<file path="src/rtl/predictor_saltos.sv">
// Dynamic branch predictor: a 2-bit BHT and a tagged BTB looked up at fetch,
// trained at EX resolution, with a registered one-cycle redirect on mispredict.
module predictor_saltos #(
   parameter int ENTRADAS = 16,
   parameter int IDX_W    = $clog2(ENTRADAS),
   parameter int CNT_W    = 32
) (
   input  logic             clk,
   input  logic             rst_n,
   input  logic [31:0]      pc_busqueda,
   output logic             pred_tomado,
   output logic [31:0]      pred_destino,
   input  logic             res_valido,
   input  logic [31:0]      res_pc,
   input  logic             res_tomado,
   input  logic [31:0]      res_destino,
   input  logic             res_pred_tomado,
   input  logic [31:0]      res_pred_destino,
   output logic             redirigir,
   output logic [31:0]      pc_redir,
   output logic [CNT_W-1:0] total_saltos,
   output logic [CNT_W-1:0] total_fallos
);

   localparam int TAG_W = 30 - IDX_W;

   logic [1:0]       bht_q   [ENTRADAS];
   logic             valid_q [ENTRADAS];
   logic [TAG_W-1:0] tag_q   [ENTRADAS];
   logic [31:0]      dest_q  [ENTRADAS];

   logic             redir_q, redir_d;
   logic [31:0]      pc_redir_q, pc_redir_d;
   logic [CNT_W-1:0] saltos_q, saltos_d;
   logic [CNT_W-1:0] fallos_q, fallos_d;

   logic [IDX_W-1:0] idx_f, idx_r;
   logic [TAG_W-1:0] tag_f, tag_r;
   logic             hit_f;
   logic [1:0]       bht_d;
   logic [31:0]      correct_pc;
   logic             fallo;

   // Low PC bits are always zero for RV32I, and the direction bit used at fetch
   // is already folded into res_pred_destino.
   logic unused_bits;
   assign unused_bits = ^{pc_busqueda[1:0], res_pc[1:0], res_pred_tomado};

   assign idx_f = pc_busqueda[IDX_W+1:2];
   assign tag_f = pc_busqueda[31:IDX_W+2];
   assign idx_r = res_pc[IDX_W+1:2];
   assign tag_r = res_pc[31:IDX_W+2];

   assign hit_f        = valid_q[idx_f] && (tag_q[idx_f] == tag_f);
   assign pred_tomado  = hit_f && bht_q[idx_f][1];
   assign pred_destino = pred_tomado ? dest_q[idx_f] : pc_busqueda + 32'd4;

   assign correct_pc = res_tomado ? res_destino : res_pc + 32'd4;
   assign fallo      = (res_pred_destino != correct_pc);

   always_comb begin
      bht_d      = bht_q[idx_r];
      redir_d    = 1'b0;
      pc_redir_d = pc_redir_q;
      saltos_d   = saltos_q;
      fallos_d   = fallos_q;
      if (res_valido) begin
         if (res_tomado && bht_q[idx_r] != 2'b11)
            bht_d = bht_q[idx_r] + 2'd1;
         else if (!res_tomado && bht_q[idx_r] != 2'b00)
            bht_d = bht_q[idx_r] - 2'd1;
         redir_d    = fallo;
         pc_redir_d = correct_pc;
         if (saltos_q != '1)
            saltos_d = saltos_q + 1'b1;
         if (fallo && fallos_q != '1)
            fallos_d = fallos_q + 1'b1;
      end
   end

   always_ff @(posedge clk or negedge rst_n) begin
      if (!rst_n) begin
         for (int k = 0; k < ENTRADAS; k++) begin
            bht_q[k]   <= 2'b01;
            valid_q[k] <= 1'b0;
            tag_q[k]   <= '0;
            dest_q[k]  <= '0;
         end
      end else if (res_valido) begin
         bht_q[idx_r] <= bht_d;
         if (res_tomado) begin
            valid_q[idx_r] <= 1'b1;
            tag_q[idx_r]   <= tag_r;
            dest_q[idx_r]  <= res_destino;
         end
      end
   end

   always_ff @(posedge clk or negedge rst_n) begin
      if (!rst_n) begin
         redir_q    <= 1'b0;
         pc_redir_q <= '0;
         saltos_q   <= '0;
         fallos_q   <= '0;
      end else begin
         redir_q    <= redir_d;
         pc_redir_q <= pc_redir_d;
         saltos_q   <= saltos_d;
         fallos_q   <= fallos_d;
      end
   end

   assign redirigir    = redir_q;
   assign pc_redir     = pc_redir_q;
   assign total_saltos = saltos_q;
   assign total_fallos = fallos_q;

endmodule

</file>
<file path="config.mk">
export PLATFORM = sky130hd
export DESIGN_NAME = predictor_saltos
export DESIGN_NICKNAME = d
export VERILOG_FILES = /design/src/rtl/predictor_saltos.sv
export SDC_FILE = /design/constraint.sdc
export NUM_CORES = 2
export LEC_CHECK = 0
export ABC_AREA = 1
export BUFFER_PORTS_ARGS = -buffer_cell sky130_fd_sc_hd__buf_2
export CAP_MARGIN = 15
export CORE_MARGIN = 1
export CORE_UTILIZATION = 56
export CTS_BUF_LIST = sky130_fd_sc_hd__clkbuf_16
export CTS_CLUSTER_SIZE = 30
export DETAILED_ROUTE_END_ITERATION = 12
export GPL_ROUTABILITY_DRIVEN = 0
export HOLD_SLACK_MARGIN = 0.1
export PLACE_DENSITY = 0.77
export SLEW_MARGIN = 20
export SYNTH_ARGS = -nofsm -noshare
export SYNTH_HDL_FRONTEND = slang
export SYNTH_SLANG_ARGS = --single-unit
</file>
<file path="constraint.sdc">
create_clock -name clk -period 3.1 [get_ports clk]
set_input_delay 0.62 -clock clk [delete_from_list [all_inputs] [get_ports clk]]
set_output_delay 0.62 -clock clk [all_outputs]
set_load 0.01 [all_outputs]
</file>
==> flow_metrics.py <==
metrics = {
    "status": {
        "status": "complete, but fails checks",
        "violations": "setup timing",
    },
    "timing": {
        "fin_crit_sh_pct": 121,
        "fin_ws_ns": -0.652,
        "grt_setup_unrepaired": "yes",
        "fmax_ghz": 0.267,
        "tightest_slew_ns": 0.831,
        "setup_violations": 33,
        "fin_crit_ns": 3.75,
        "whs_ns": 0.276,
        "skew_ns": 0.0126,
        "hold_viol": 0,
        "slew_violations": 0,
        "slew_headroom_pct": 44.6,
    },
    "synth": {
        "syn_area_mm2": 0.0513,
        "synth_top_family_by_area": "simple AND/OR/NAND/NOR gates",
        "synth_fa_ha_area_share_pct": 0.220,
        "yosys.area.top_type": "dfrtp_1",
        "synth_area_leaders": "dfrtp_1 (52%), o21ai_0 (14%), nand2_1 (12%)",
        "ys_async_sr_fraction_pct": 100,
        "synth-warning-count": 0,
        "synthXorXnorAreaFrac_pct": 1.55,
        "ys.flop_type": "dfrtp_1",
        "synth_seq_cells": 1073,
        "synth_top_cell_area_share_pct": 51.6,
        "synth_common_cells": "nand2_1 (1677), o21ai_0 (1479), dfrtp_1 (1057)",
        "synth_most_common_cell": "nand2_1",
        "synth_cell_types": 43,
        "synth_edf_count": 0,
        "yosysSeqAreaShare_pct": 52.4,
        "synthesis.nets": 6598,
        "synth_simple_gate_area_share_pct": 21.9,
        "synth_compound_area_share_pct": 18.3,
        "avgSynthCellArea_um2": 7.94,
        "synthCells": 6456,
        "synthMuxAreaShare_pct": 0,
    },
    "clock_network": {
        "cts.sinks": 1073,
        "cts_tree": "yes",
        "htreeDepth": 3,
        "cts_buffers": 109,
        "clock-root-buffer": "clkbuf_16",
        "cts_max_path_buffers": 3,
        "clk_pin_slew_ns": 0.06,
        "clk_latency_ns": 0.70,
    },
    "grt": {
        "top_usage_layer": "met2",
        "use_met3_pct": 10.8,
        "grt.met2_usage_pct": 55.6,
        "antenna_found_initial": 19,
        "grt_max_degree": 136,
        "grt_util_met1_pct": 50.4,
        "grt_pass1_wl_um": 270000,
        "grtUsageTotal_pct": 37.4,
        "grt_pass1_vias": 46600,
        "overflow": 0,
    },
    "setup_path": {
        "reg2regPathDepth": 13,
        "critical_path.max_fanout": 16,
        "crit_buf_inv": 9,
        "worstPathCellList": "buf_16 > inv_8 > buf_12 > buf_12 > o21ai_0 > o21ai_1 > nand2_1 > nand2_1 > inv_1 > nand2_2 > nand2_2 > nand2_1 > nor2_1 > nand2_1 > nor2_2 > nand2_2 > nor2_4 > buf_12 > buf_12 > nand2_4 > nand2_4 > inv_2 > buf_6",
        "criticalPathCategory": "in2out",
        "worstSetupStartpointType": "primary input",
        "arrival_ns": 3.13,
        "critical_path.startpoint": "pc_busqueda[2]",
        "r2r-end": "total_saltos[31]$_DFFE_PN0P_",
        "ff2ff_setup_slack_ns": 0.46,
        "r2r-start": "total_saltos[0]$_DFFE_PN0P_",
        "cp.depth": 23,
        "worst_setup_path_end_kind": "output port",
        "slowest_stage": "buf_12",
        "critPathRequiredTime_ns": 2.48,
        "crit_family": "simple AND/OR/NAND/NOR gates",
        "cpPeakStageDelay_ns": 0.19,
        "setup.worst_path.end": "pred_destino[30]",
    },
    "floorplanning": {
        "start_util_pct": 56.7,
        "core_mm2": 0.0904,
        "die_width_um": 305,
        "fp.dieH_um": 305,
        "pin_count": 263,
        "dieArea_mm2": 0.0928,
        "placementRows": 110,
    },
    "layout": {
        "drive_gt1_share_pct": 15.1,
        "final_cell_area_mm2": 0.0611,
        "num-fill-cells": 7024,
        "area_growth_pct": 19.2,
        "fin_nets": 6914,
    },
    "place": {
        "dp_hpwl_um": 113000,
        "port_buffers": 261,
        "place_area_mm2": 0.0562,
    },
    "pwr": {
        "powerDensity_mw_per_mm2": 607,
        "internal_power_mw": 26.1,
        "combPwrFrac_pct": 17.2,
        "leakage_nw": 29.4,
        "switchingPower_mw": 11.0,
        "pwr-share-seq_pct": 48.6,
        "swShare_pct": 29.7,
        "clkPwrFrac_pct": 34.2,
        "peakVddDrop_uv": 502,
    },
    "min_path": {
        "hold_class": "in2reg",
    },
    "detailed_routing": {
        "vias": 49600,
        "postRouteAntennaNets": 0,
        "drt_pass1_iterations": 7,
        "drtIter0Drc": 6448,
        "route.detailed.drc": 0,
        "viasPerCell": 6.17,
        "wire_per_inst_um": 22.0,
        "wl_um": 177000,
    },
    "job": {
        "drv_cap": 0,
    },
}
[registers in the layout, summed over array words and instances, names as in the netlist]
| signal | cells |
|---|---|
| bht_q | 32 |
| dest_q | 512 |
| pc_redir | 32 |
| redirigir | 1 |
| tag_q | 416 |
| total_fallos | 32 |
| total_saltos | 32 |
| valid_q | 16 |
[power by group through the flow]
stage | combinational [mW] | sequential, mW | clock [mW]
3_5_place_dp | 6.02 | 18.1 | 0
4_1_cts | 6.16 | 17.9 | 12.7
2_1_floorplan | 3.77 | 17.8 | 0
6_report | 6.39 | 18.0 | 12.7
5_1_grt | 7.15 | 18.3 | 13.3
3_3_place_gp | 5.75 | 18.1 | 0
[how the worst min path moves through the flow]
| stage | startpoint | endpoint | slack, ns | cells past startpoint |
|---|---|---|---|---|
| 5_1_grt | res_destino[25] | pc_redir[25]$_DFFE_PN0P_ | 0.28 | 3 |
| 6_report | res_destino[26] | pc_redir[26]$_DFFE_PN0P_ | 0.28 | 3 |
| 4_1_cts | res_pc[1] | pc_redir[1]$_DFFE_PN0P_ | 0.25 | 3 |
| 3_3_place_gp | valid_q[11]$_DFFE_PN0P_ | valid_q[11]$_DFFE_PN0P_ | 0.45 | 2 |
| 2_1_floorplan | rst_n | bht_q[11]$_DFFE_PN0P_ | 0.32 | 0 |
| 3_5_place_dp | valid_q[13]$_DFFE_PN0P_ | valid_q[13]$_DFFE_PN0P_ | 0.45 | 2 |
[metrics by stage]
step | setup slack (ns) | std cells | utilization (%) | power, mW | TNS [ns]
2_1_floorplan | 0.00519 | 6456 | - | 21.6 | 0
3_3_place_gp | -0.797 | 7808 | 62.2 | 23.8 | -22.96
3_5_place_dp | -0.806 | 7808 | 62.2 | 24.2 | -27.30
4_1_cts | -0.527 | 8023 | 66.7 | 36.8 | -15.79
5_1_grt | -0.743 | 8034 | 67.5 | 38.7 | -21.86
6_report | -0.652 | 8045 | 67.6 | 37.1 | -18.79
[cell usage in the layout, fill, tap and decap left out, drive strengths merged, types with 16 or more instances in the layout]
cell	n
o221ai	46
dfstp	16
xnor2	17
buf	676
clkbuf	117
clkinv	56
nor4	17
nor3	39
nand3	206
nand2	1682
inv	240
xor2	74
nand3b	21
a21oi	29
o21ai	1521
o211ai	69
o22ai	92
dfrtp	1057
nand4	59
nor2	780
[routing by layer]
layer / part of all wire [%] / vias to the layer above
li1: - / 22100
met3: 14 / 636
met4: 5.4 / 14
met2: 43 / 3239
met5: 0.050 / -
met1: 38 / 23700
[kinds of logic after synthesis]
family,Yosys count
compound gates,1772
xor+xnor,91
fa+ha+maj,9
buf+inv,704
flops,1073
simple gates,2807
[layout make-up]
class                           count  area, um2  share of cell area [%]
Antenna cell                       13       32.5                  0.0532
Clock buffer                      111       2780                    4.55
Clock inverter                     84        594                   0.973
Inverter                          224        877                    1.44
Multi-Input combinational cell   4679      22400                    36.6
Sequential cell                  1073      26900                    44.0
Tap cell                         1176       1470                    2.41
Timing Repair Buffer              684       6110                    10.0
Timing Repair inverter              1       11.3                  0.0184
[timing repair]
item | in CTS | in global routing
hold buffers | 1 | 0
gates cloned | 6 | 7
endpoints found under the hold margin | 38 | 0
gates resized for setup | 118 | 184
pin swaps | 29 | 45
buffers inserted | 13 | 8
endpoints found under the setup margin | 33 | 33
[worst register-to-register path: stages, from the launching register on]
cell     delay [ns]
dfrtp_1        0.40
ha_1           0.22
inv_1          0.10
nor3_1         0.07
nand2_1        0.13
nor2_1         0.06
nand4_1        0.07
nand2_1        0.18
inv_1          0.28
nand2_1        0.13
nor2_1         0.20
nand3_1        0.18
nor4_1         0.31
xor2_1         0.21
No activity file was read; power rests on OpenSTA's default activity.
